===== src/rtl/psk8_pkg.sv =====
// psk8_pkg: symbol width, idle code and packer state encoding shared by the 8PSK datapath
package psk8_pkg;

    localparam int SYM_W = 4;
    localparam logic [SYM_W-1:0] IDLE_SYM = 4'b1000;

    typedef enum logic [1:0] {
        ST_IDLE,
        ST_ACTIVE,
        ST_FLUSH
    } packer_state_t;

    // Data symbols carry a clear top bit so the mapper can tell them from IDLE_SYM
    function automatic logic [SYM_W-1:0] data_sym(input logic [2:0] bits);
        return {1'b0, bits};
    endfunction

endpackage


===== src/rtl/symbol_tick_gen.sv =====
// symbol_tick_gen: free-running symbol-rate divider, one tick every SYM_DIV enabled cycles
module symbol_tick_gen #(
    parameter int SYM_DIV = 4
) (
    input  logic clk,
    input  logic rst_n,
    input  logic en,
    output logic tick
);

    localparam int CNT_W = $clog2(SYM_DIV);

    logic [CNT_W-1:0] cnt;

    assign tick = en && (cnt == CNT_W'(SYM_DIV - 1));

    // Count only while enabled so a pause resumes at the same symbol phase
    always_ff @(posedge clk or negedge rst_n) begin
        if (!rst_n)
            cnt <= '0;
        else if (en)
            cnt <= tick ? '0 : cnt + CNT_W'(1);
    end

endmodule


===== src/rtl/psk8_symbol_packer.sv =====
// psk8_symbol_packer: repacks a valid/ready byte stream MSB-first into 3-bit 8PSK symbols
module psk8_symbol_packer
    import psk8_pkg::*;
#(
    parameter int SYM_DIV = 4
) (
    input  logic             clk,
    input  logic             rst_n,
    input  logic             en,
    input  logic [7:0]       byte_data,
    input  logic             byte_last,
    input  logic             byte_valid,
    output logic             byte_ready,
    output logic [SYM_W-1:0] sym_out,
    output logic             sym_strobe,
    output logic             underflow,
    output logic             busy
);

    logic             tick;
    logic             accept;
    logic             full_sym;
    logic             tail_sym;
    logic             drain;
    logic [9:0]       acc;
    logic [9:0]       acc_t;
    logic [9:0]       acc_nx;
    logic [3:0]       nb;
    logic [3:0]       nb_t;
    logic [3:0]       nb_nx;
    logic             last_pending;
    logic             last_pending_nx;
    logic             ready_q;
    logic             ready_nx;
    packer_state_t    state;
    packer_state_t    state_nx;
    logic [SYM_W-1:0] sym_nx;
    logic             strobe_nx;
    logic             underflow_nx;

    symbol_tick_gen #(
        .SYM_DIV(SYM_DIV)
    ) u_tick (
        .clk  (clk),
        .rst_n(rst_n),
        .en   (en),
        .tick (tick)
    );

    // ready_q is registered so byte_ready never depends on byte_valid
    assign byte_ready = en && ready_q;
    assign accept     = byte_valid && byte_ready;
    assign busy       = (state != ST_IDLE);

    // Tick consumes from the pre-accept buffer first, then an accepted byte lands below the survivors
    always_comb begin
        full_sym        = (nb >= 4'd3);
        tail_sym        = last_pending && (nb != 4'd0) && !full_sym;
        drain           = tick && (full_sym || tail_sym);
        acc_t           = !drain ? acc : (full_sym ? {acc[6:0], 3'b000} : 10'd0);
        nb_t            = !drain ? nb : (full_sym ? nb - 4'd3 : 4'd0);
        acc_nx          = accept ? (acc_t | ({byte_data, 2'b00} >> nb_t)) : acc_t;
        nb_nx           = accept ? nb_t + 4'd8 : nb_t;
        last_pending_nx = accept ? byte_last : ((drain && nb_t == 4'd0) ? 1'b0 : last_pending);
        ready_nx        = (nb_nx <= 4'd2) && !last_pending_nx;
    end

    // Frame tracking: a last byte moves to FLUSH, and FLUSH ends on the tick that empties the buffer
    always_comb begin
        state_nx = state;
        case (state)
            ST_IDLE:   state_nx = !accept ? ST_IDLE : (byte_last ? ST_FLUSH : ST_ACTIVE);
            ST_ACTIVE: state_nx = (accept && byte_last) ? ST_FLUSH : ST_ACTIVE;
            ST_FLUSH:  state_nx = (drain && nb_t == 4'd0) ? ST_IDLE : ST_FLUSH;
            default:   state_nx = ST_IDLE;
        endcase
    end

    // Symbol selection: left-aligned buffer means a padded tail is just the top three bits
    always_comb begin
        strobe_nx    = tick;
        sym_nx       = !tick ? sym_out : (drain ? data_sym(acc[9:7]) : IDLE_SYM);
        underflow_nx = tick && !drain && (state == ST_ACTIVE);
    end

    // State register
    always_ff @(posedge clk or negedge rst_n) begin
        if (!rst_n)
            state <= ST_IDLE;
        else
            state <= state_nx;
    end

    // Buffer, ready flag and registered symbol outputs
    always_ff @(posedge clk or negedge rst_n) begin
        if (!rst_n) begin
            acc          <= '0;
            nb           <= '0;
            last_pending <= 1'b0;
            ready_q      <= 1'b0;
            sym_out      <= IDLE_SYM;
            sym_strobe   <= 1'b0;
            underflow    <= 1'b0;
        end else begin
            acc          <= acc_nx;
            nb           <= nb_nx;
            last_pending <= last_pending_nx;
            ready_q      <= ready_nx;
            sym_out      <= sym_nx;
            sym_strobe   <= strobe_nx;
            underflow    <= underflow_nx;
        end
    end

endmodule


===== config.mk =====
export PLATFORM = sky130hd
export DESIGN_NAME = psk8_symbol_packer
export DESIGN_NICKNAME = d
export VERILOG_FILES = /design/src/rtl/psk8_pkg.sv /design/src/rtl/symbol_tick_gen.sv /design/src/rtl/psk8_symbol_packer.sv
export SDC_FILE = /design/constraint.sdc
export NUM_CORES = 1
export LEC_CHECK = 0
export CAP_MARGIN = 20
export CORE_ASPECT_RATIO = 0.8
export CORE_MARGIN = 2
export CORE_UTILIZATION = 26
export CTS_BUF_LIST = sky130_fd_sc_hd__clkbuf_2
export DETAILED_ROUTE_END_ITERATION = 10
export GPL_TIMING_DRIVEN = 0
export MAX_ROUTING_LAYER = met4
export PLACE_DENSITY = 0.48
export RECOVER_POWER = 50
export SLEW_MARGIN = 10
export SYNTH_ARGS = -nofsm -noshare
export SYNTH_HDL_FRONTEND = slang
export SYNTH_SLANG_ARGS = --single-unit

===== constraint.sdc =====
create_clock -name clk -period 4.9 [get_ports clk]
set_input_delay 0.49 -clock clk [delete_from_list [all_inputs] [get_ports clk]]
set_output_delay 0.49 -clock clk [all_outputs]
set_load 0.005 [all_outputs]

==> impl_metrics.prom, run 1 <==
# TYPE chip_impl_metric gauge
chip_impl_metric{name="cts.reportedPaths.clkPinSlew",unit="ns"} 0.26
chip_impl_metric{name="summed_instance_area_of_the_synthesized_netlist",unit="µm²"} 1630
chip_impl_metric{name="diodes",unit=""} 0
chip_impl_metric{name="gpl.final_weighted_congestion",unit=""} 0.847
chip_impl_metric{name="worst_skew_pair.late_latency",unit="ns"} 0.36
chip_impl_metric{name="initial_core_util",unit="%"} 27.2
chip_impl_metric{name="avgViaCountPerCell",unit=""} 5.12
chip_impl_info{name="cts_root_buf",value="sky130_fd_sc_hd__clkbuf_2"} 1
chip_impl_metric{name="power.combinational.fraction",unit="%"} 55.5
chip_impl_metric{name="worstMarginPinSlew",unit="ns"} 0.917
chip_impl_metric{name="vdd.ir_drop.worst",unit="µV"} 132
chip_impl_metric{name="initialDrtViolationCount",unit=""} 110
chip_impl_metric{name="holdWs",unit="ns"} 0.466
chip_impl_metric{name="core_area",unit="µm²"} 5970
chip_impl_info{name="synth_top_area_cell",value="sky130_fd_sc_hd__dfrtp_1"} 1
chip_impl_metric{name="final_util",unit="%"} 33.1
chip_impl_metric{name="number_of_storage_elements_in_the_synthesis_netlist",unit=""} 26
chip_impl_metric{name="fillers",unit=""} 637
chip_impl_metric{name="final-hold-violation-count",unit=""} 0
chip_impl_metric{name="yosys.area.top_type_share",unit="%"} 38.5
chip_impl_info{name="layout.cells.most_common",value="sky130_fd_sc_hd__dfrtp_1"} 1
chip_impl_metric{name="leakage",unit="nW"} 0.823
chip_impl_metric{name="first_pass_grt_wire_length",unit="µm"} 6870
chip_impl_metric{name="timing.final.max_slew_violations",unit=""} 0
chip_impl_info{name="topRoutingLayerUsed",value="met4"} 1
chip_impl_metric{name="route.final.wire_length",unit="µm"} 4170
chip_impl_metric{name="antenna_found_initial",unit=""} 0
chip_impl_metric{name="ios",unit=""} 21
chip_impl_metric{name="vias",unit=""} 1408
chip_impl_metric{name="level_count_of_the_clock_h_tree",unit=""} 1
chip_impl_metric{name="synth_edf_count",unit=""} 0
chip_impl_info{name="run_status",value="completed"} 1
chip_impl_metric{name="critPathMaxStageDelay",unit="ns"} 0.52
chip_impl_metric{name="met2_wirelength",unit="µm"} 1770
chip_impl_metric{name="report.final.setup_viol",unit=""} 0
chip_impl_metric{name="synth-seq-area-share",unit="%"} 40.1
chip_impl_metric{name="ant_nets",unit=""} 0
chip_impl_metric{name="die_width",unit="µm"} 92.4
chip_impl_metric{name="power.share.sequential",unit="%"} 32.4
chip_impl_metric{name="track_usage",unit="%"} 12.9
chip_impl_metric{name="net_count_after_synthesis",unit=""} 185
chip_impl_metric{name="core.rowCount",unit=""} 25
chip_impl_info{name="grt_setup_unrepaired",value="no"} 1
chip_impl_metric{name="grt_max_degree",unit=""} 18
chip_impl_metric{name="syn_avg_cell_area",unit="µm²"} 9.62
chip_impl_metric{name="yosys_warnings",unit=""} 0
chip_impl_metric{name="nNetsFinal",unit=""} 211
chip_impl_metric{name="grt_pass1_vias",unit=""} 1337
chip_impl_metric{name="final_layout_size_suffix_gt1_share",unit="%"} 10.3
chip_impl_info{name="worstPathCellList",value="buf_2, inv_1, ha_1, nand2b_1, clkbuf_1, a2111oi_1, a211oi_2, a31o_1, a211o_1, a32o_1"} 1
chip_impl_info{name="kind_of_end_point_of_the_critical_path",value="flip-flop"} 1
chip_impl_metric{name="worst-r2r-cell-count",unit=""} 10
chip_impl_metric{name="power_density",unit="nW/µm²"} 578
chip_impl_info{name="rr_endpoint",value="acc[0]"} 1
chip_impl_metric{name="grt-ovfl-total",unit=""} 0
chip_impl_metric{name="cts_made_buffers",unit=""} 3
chip_impl_metric{name="power_report.internal_total",unit="µW"} 642
chip_impl_metric{name="cts_repair_resizes",unit=""} 0
chip_impl_metric{name="share_clk_of_total_power",unit="%"} 12.1
chip_impl_info{name="worst_hold_path_type",value="in -> async"} 1
chip_impl_metric{name="final.setup.tns",unit="ns"} 0
chip_impl_metric{name="synth_async_sr_flop_share",unit="%"} 100
chip_impl_info{name="synth_area_leaders",value="sky130_fd_sc_hd__dfrtp_1 38%, sky130_fd_sc_hd__mux2i_1 6.8%, sky130_fd_sc_hd__a22oi_1 3.7%"} 1
chip_impl_info{name="path_class",value="reg -> reg"} 1
chip_impl_metric{name="fmax",unit="MHz"} 346
chip_impl_info{name="cts_tree",value="done"} 1
chip_impl_metric{name="met1_length",unit="µm"} 2210
chip_impl_metric{name="fin_crit_sh",unit="%"} 59.1
chip_impl_metric{name="fin_skew",unit="ns"} 0.00636
chip_impl_metric{name="dp_wirelength",unit="µm"} 3160
chip_impl_metric{name="die_h",unit="µm"} 74.7
chip_impl_info{name="synthFlopType",value="sky130_fd_sc_hd__dfrtp_1"} 1
chip_impl_metric{name="worst_ep_arrival_time",unit="ns"} 3.19
chip_impl_metric{name="cts.sink_count",unit=""} 26
chip_impl_metric{name="avgRoutedWirePerCell",unit="µm"} 15.2
chip_impl_metric{name="areaGrowthSynthToFinish",unit="%"} 21.6
chip_impl_metric{name="cts_buffer_depth",unit=""} 2
chip_impl_metric{name="power_switching_share",unit="%"} 43.8
chip_impl_metric{name="critical_path_peak_fanout",unit=""} 10
chip_impl_metric{name="number_of_remaining_drc_errors",unit=""} 0
chip_impl_metric{name="slew_headroom",unit="%"} 38.9
chip_impl_info{name="critPathLaunchType",value="flip-flop"} 1
chip_impl_metric{name="postCtsHoldBufs",unit=""} 0
chip_impl_metric{name="dieArea",unit="µm²"} 6900
chip_impl_info{name="rr_startpoint",value="nb[0]"} 1
chip_impl_metric{name="firstDrtPassIters",unit=""} 4
chip_impl_info{name="mostFrequentLayoutCells",value="25 x sky130_fd_sc_hd__dfrtp_1, 18 x sky130_fd_sc_hd__clkdlybuf4s50_1, 12 x sky130_fd_sc_hd__nor2_1"} 1
chip_impl_metric{name="critical_path_required",unit="ns"} 5.20
chip_impl_metric{name="post_synth_inst_count",unit=""} 169
chip_impl_metric{name="route.met3.wl",unit="µm"} 157
chip_impl_metric{name="finalWorstPathRequiredPeriod",unit="ns"} 2.89
chip_impl_metric{name="total_switching_power",unit="µW"} 500
chip_impl_info{name="cp_slowest_cell",value="sky130_fd_sc_hd__a2111oi_1"} 1
chip_impl_metric{name="ff2ff_setup_slack",unit="ns"} 2.01
chip_impl_metric{name="netlist-cell-type-count",unit=""} 47
chip_impl_metric{name="drv_cap",unit=""} 0
chip_impl_metric{name="post-cts-setup-buffer-count",unit=""} 0
chip_impl_metric{name="port_buffers",unit=""} 20
power groups by stage:
stage               logic [mW]  clock network [mW]  registers, mW
global route             0.700               0.154          0.382
detailed placement       0.633                   0          0.376
CTS                      0.635               0.144          0.370
global placement         0.635                   0          0.377
finish                   0.634               0.138          0.370
floorplan                0.456                   0          0.359
area by class of cell:
cell class	instances	area, µm²	area share, %
multi-input cells	125	893	45.2
flip-flops and latches	26	652	33.0
repair buffers	21	204	10.3
well taps	81	101	5.13
plain buffers	9	43.8	2.22
inverters	9	36.3	1.84
clock inverters	1	30.0	1.52
clock buffers	3	15.0	0.760
flip-flops by register name, indices dropped and copies added (netlist names):
name,count
last_pending,1
u_tick.cnt,2
sym_strobe,1
ready_q,1
sym_out,4
state,2
acc,10
nb,4
underflow,1
per-layer routing:
metal	GRT usage, %	up-vias
li1	-	707
met1	18.7	670
met2	18.7	29
met3	2.40	2
met4	3.15	0
met5	-	-
Yosys cell counts (2+ instances only):
| master | number |
|---|---|
| sky130_fd_sc_hd__nand3b_1 | 3 |
| sky130_fd_sc_hd__a211o_1 | 5 |
| sky130_fd_sc_hd__clkbuf_1 | 6 |
| sky130_fd_sc_hd__a22oi_1 | 8 |
| sky130_fd_sc_hd__o221ai_1 | 2 |
| sky130_fd_sc_hd__o21ai_1 | 6 |
| sky130_fd_sc_hd__inv_1 | 7 |
| sky130_fd_sc_hd__nor2_1 | 12 |
| sky130_fd_sc_hd__o211ai_1 | 3 |
| sky130_fd_sc_hd__a2111oi_0 | 6 |
| sky130_fd_sc_hd__a211oi_1 | 5 |
| sky130_fd_sc_hd__a21o_1 | 2 |
| sky130_fd_sc_hd__o21ai_0 | 2 |
| sky130_fd_sc_hd__nor4_1 | 8 |
| sky130_fd_sc_hd__dfrtp_1 | 25 |
| sky130_fd_sc_hd__mux2i_1 | 11 |
| sky130_fd_sc_hd__ha_1 | 3 |
| sky130_fd_sc_hd__a21oi_1 | 6 |
| sky130_fd_sc_hd__a22o_1 | 3 |
| sky130_fd_sc_hd__buf_2 | 2 |
| sky130_fd_sc_hd__nand3_1 | 6 |
| sky130_fd_sc_hd__mux2_2 | 3 |
| sky130_fd_sc_hd__nand2_1 | 11 |
worst max-delay path by stage:
stage,endpoint,depth (start not counted),startpoint
2_1_floorplan,acc[0],11,nb[0]
3_3_place_gp,acc[3],8,en
3_5_place_dp,acc[0],7,en
4_1_cts,acc[0],10,nb[0]
5_1_grt,ready_q,10,nb[0]
6_report,acc[0],10,nb[0]
cells by family after synthesis:
logic type | after synthesis | synth area share [%]
compound gates | 58 | 27.9
simple gates | 49 | 15.3
flops | 26 | 40.1
buf+inv | 18 | 4.93
mux | 14 | 8.85
fa+ha+maj | 3 | 2.31
xor+xnor | 1 | 0.539
per-stage QoR:
step / std cells / power, mW / setup slack [ns] / area [µm²]
floorplan: 169 / 0.816 / 2.37 / 1630
global placement: 270 / 1.01 / 1.84 / 1930
detailed placement: 271 / 1.01 / 1.87 / 1950
CTS: 275 / 1.15 / 2.03 / 2000
global route: 275 / 1.24 / 1.82 / 1980
finish: 275 / 1.14 / 2.01 / 1980
worst max-delay path, delay by kind of cell (launching register included):
| kind | cells | cell delay [ns] |
|---|---|---|
| DFF | 1 | 0.41 |
| adders and majority gates | 1 | 0.25 |
| and+or+nand+nor | 1 | 0.13 |
| AOI/OAI and AO/OA | 5 | 1.39 |
| buffers and inverters | 3 | 0.65 |
(Power assumes the default switching activity.)
==> run 2: changes to the inputs <==
clock period = 2.72 ns   (was 4.9 ns; I/O delays follow)
==> run 2 against run 1 <==
Against the previous run:
- first-iteration DRC count grew 8.2%
- sequential power up 82%
- power increased by 89%
- utilization grew 1.1 points
- routed wire length grew 1.7%
- final area grew 3.3%
- largest cell class unchanged
==> impl_metrics.prom, run 2 (synthesis gave the netlist of run 1 again) <==
# TYPE chip_impl_metric gauge
chip_impl_info{name="cts_tree",value="done"} 1
chip_impl_metric{name="final.setup.tns",unit="ns"} 0
chip_impl_metric{name="antenna_found_initial",unit=""} 0
chip_impl_metric{name="critical_path_required",unit="ns"} 3.02
chip_impl_metric{name="largest_register_ffs",unit=""} 10
chip_impl_metric{name="fin_ws",unit="ns"} 0.142
chip_impl_metric{name="cts.reportedPaths.clkPinSlew",unit="ns"} 0.25
chip_impl_metric{name="worst_skew_pair.late_latency",unit="ns"} 0.36
chip_impl_metric{name="dieArea",unit="µm²"} 6900
chip_impl_metric{name="slew_headroom",unit="%"} 38.7
chip_impl_metric{name="final_cell_count_no_fill",unit=""} 278
chip_impl_metric{name="port_buffers",unit=""} 20
chip_impl_metric{name="postLayoutCellArea",unit="µm²"} 2040
chip_impl_info{name="max_flop_register",value="acc"} 1
chip_impl_metric{name="vias",unit=""} 1423
chip_impl_metric{name="report.final.setup_viol",unit=""} 0
chip_impl_info{name="grt-busiest-layer",value="met2"} 1
chip_impl_metric{name="grt_use_met3",unit="%"} 2.40
chip_impl_metric{name="grt_pass1_vias",unit=""} 1364
chip_impl_metric{name="core.rowCount",unit=""} 25
chip_impl_metric{name="first_pass_grt_wire_length",unit="µm"} 6940
chip_impl_info{name="layout.cells.most_common",value="sky130_fd_sc_hd__dfrtp_1"} 1
chip_impl_metric{name="diodes",unit=""} 0
chip_impl_metric{name="fmax",unit="MHz"} 388
chip_impl_info{name="grt_setup_unrepaired",value="no"} 1
chip_impl_info{name="worst_hold_path_type",value="in -> async"} 1
chip_impl_metric{name="critical_path_peak_fanout",unit=""} 10
chip_impl_metric{name="avgRoutedWirePerCell",unit="µm"} 15.3
chip_impl_metric{name="worst_setup_timing_slack_at_the_placement_stage",unit="ns"} -0.124
chip_impl_metric{name="die_h",unit="µm"} 74.7
chip_impl_metric{name="power",unit="mW"} 2.16
chip_impl_metric{name="timing.final.max_slew_violations",unit=""} 0
chip_impl_metric{name="cts.sink_count",unit=""} 26
chip_impl_info{name="reg.largest.list",value="acc (10), nb (4), sym_out (4)"} 1
chip_impl_metric{name="fin_crit_sh",unit="%"} 94.8
chip_impl_info{name="path_class",value="reg -> reg"} 1
chip_impl_metric{name="drv_cap",unit=""} 0
chip_impl_metric{name="grt-ovfl-total",unit=""} 0
chip_impl_metric{name="core_area",unit="µm²"} 5970
chip_impl_metric{name="post-place-cells",unit=""} 271
chip_impl_info{name="mostFrequentLayoutCells",value="25 x sky130_fd_sc_hd__dfrtp_1, 18 x sky130_fd_sc_hd__clkdlybuf4s50_1, 12 x sky130_fd_sc_hd__nor2_1"} 1
chip_impl_metric{name="initialDrtViolationCount",unit=""} 119
chip_impl_metric{name="ant_nets",unit=""} 0
chip_impl_metric{name="cts_made_buffers",unit=""} 3
chip_impl_metric{name="avgViaCountPerCell",unit=""} 5.12
chip_impl_metric{name="cts_buffer_depth",unit=""} 2
chip_impl_metric{name="fin_skew",unit="ns"} 0.00411
chip_impl_metric{name="grt.met1_usage",unit="%"} 18.8
chip_impl_info{name="cts_root_buf",value="sky130_fd_sc_hd__clkbuf_2"} 1
chip_impl_info{name="critPathLaunchType",value="flip-flop"} 1
chip_impl_metric{name="final_layout_size_suffix_gt1_share",unit="%"} 15.2
chip_impl_metric{name="track_usage",unit="%"} 13.0
chip_impl_metric{name="areaGrowthSynthToFinish",unit="%"} 25.6
chip_impl_metric{name="power_density",unit="nW/µm²"} 1060
chip_impl_metric{name="dpl_cell_area",unit="µm²"} 1950
chip_impl_info{name="kind_of_end_point_of_the_critical_path",value="flip-flop"} 1
chip_impl_metric{name="met2_usage",unit="%"} 18.8
chip_impl_metric{name="ios",unit=""} 21
chip_impl_metric{name="final-hold-violation-count",unit=""} 0
chip_impl_metric{name="number_of_remaining_drc_errors",unit=""} 0
chip_impl_metric{name="firstDrtPassIters",unit=""} 4
chip_impl_metric{name="leakage",unit="nW"} 0.845
chip_impl_metric{name="route.final.wire_length",unit="µm"} 4250
chip_impl_metric{name="grt_max_degree",unit=""} 18
chip_impl_metric{name="initial_core_util",unit="%"} 27.2
chip_impl_metric{name="final_util",unit="%"} 34.2
chip_impl_metric{name="worstMarginPinSlew",unit="ns"} 0.919
chip_impl_info{name="run_status",value="completed"} 1
chip_impl_metric{name="dp_wirelength",unit="µm"} 3160
chip_impl_metric{name="nNetsFinal",unit=""} 214
chip_impl_metric{name="holdWs",unit="ns"} 0.249
chip_impl_metric{name="worst_ep_arrival_time",unit="ns"} 2.88
chip_impl_metric{name="die_width",unit="µm"} 92.4
chip_impl_metric{name="vdd.ir_drop.worst",unit="µV"} 232
chip_impl_metric{name="finalWorstPathRequiredPeriod",unit="ns"} 2.58
chip_impl_metric{name="level_count_of_the_clock_h_tree",unit=""} 1
chip_impl_metric{name="gpl.final_weighted_congestion",unit=""} 0.847
## run 2: routing by layer
layer | part of all wire [%] | up-vias
met5 | 0 | -
met2 | 42 | 39
li1 | - | 715
met1 | 51 | 665
met4 | 1.3 | 0
met3 | 5.7 | 4
## run 2: path summary, 6_finish.rpt
check	startpoint	to	cells past startpoint	slack, ns
setup reg to reg	nb[0]	acc[0]	9	0.14
hold / removal	rst_n	ready_q	1	0.25
max in group asynchronous	rst_n	nb[0]	2	1.30
setup / recovery	nb[0]	acc[0]	9	0.14
min in group clk	byte_last	last_pending	3	0.47
hold reg to reg	sym_out[3]	sym_out[3]	2	0.51
## run 2: timing repair
item,CTS,global route
setup endpoints to repair,2,8
gates resized for setup,2,11
hold buffers,0,0
setup buffers,2,2
pin swaps,1,0
## run 2: worst max-delay path: stages, from the launching register on
cell and delay (ns):
sky130_fd_sc_hd__dfrtp_1 0.41, sky130_fd_sc_hd__buf_4 0.21, sky130_fd_sc_hd__clkinvlp_4 0.14, sky130_fd_sc_hd__ha_1 0.22
sky130_fd_sc_hd__nand2b_2 0.28, sky130_fd_sc_hd__a2111oi_2 0.42, sky130_fd_sc_hd__a211oi_2 0.13, sky130_fd_sc_hd__a31o_1 0.24
sky130_fd_sc_hd__a211o_1 0.22, sky130_fd_sc_hd__a32o_1 0.24
## run 2: layout make-up
cell class | count | area, µm²
multi-input combinational | 125 | 923
buffer | 8 | 45.0
tap | 81 | 101
clock buffer | 3 | 15.0
sequential | 26 | 652
fill | 627 | 3930
inverter | 9 | 40.0
clock inverter | 1 | 30.0
timing repair buffer | 25 | 234
## run 2: power breakdown
part / switching, mW / leakage (nW) / internal [mW]
combinational: 0.694 / 0.491 / 0.542
clock: 0.122 / 0.0266 / 0.126
sequential: 0.127 / 0.327 / 0.548
total: 0.943 / 0.845 / 1.22
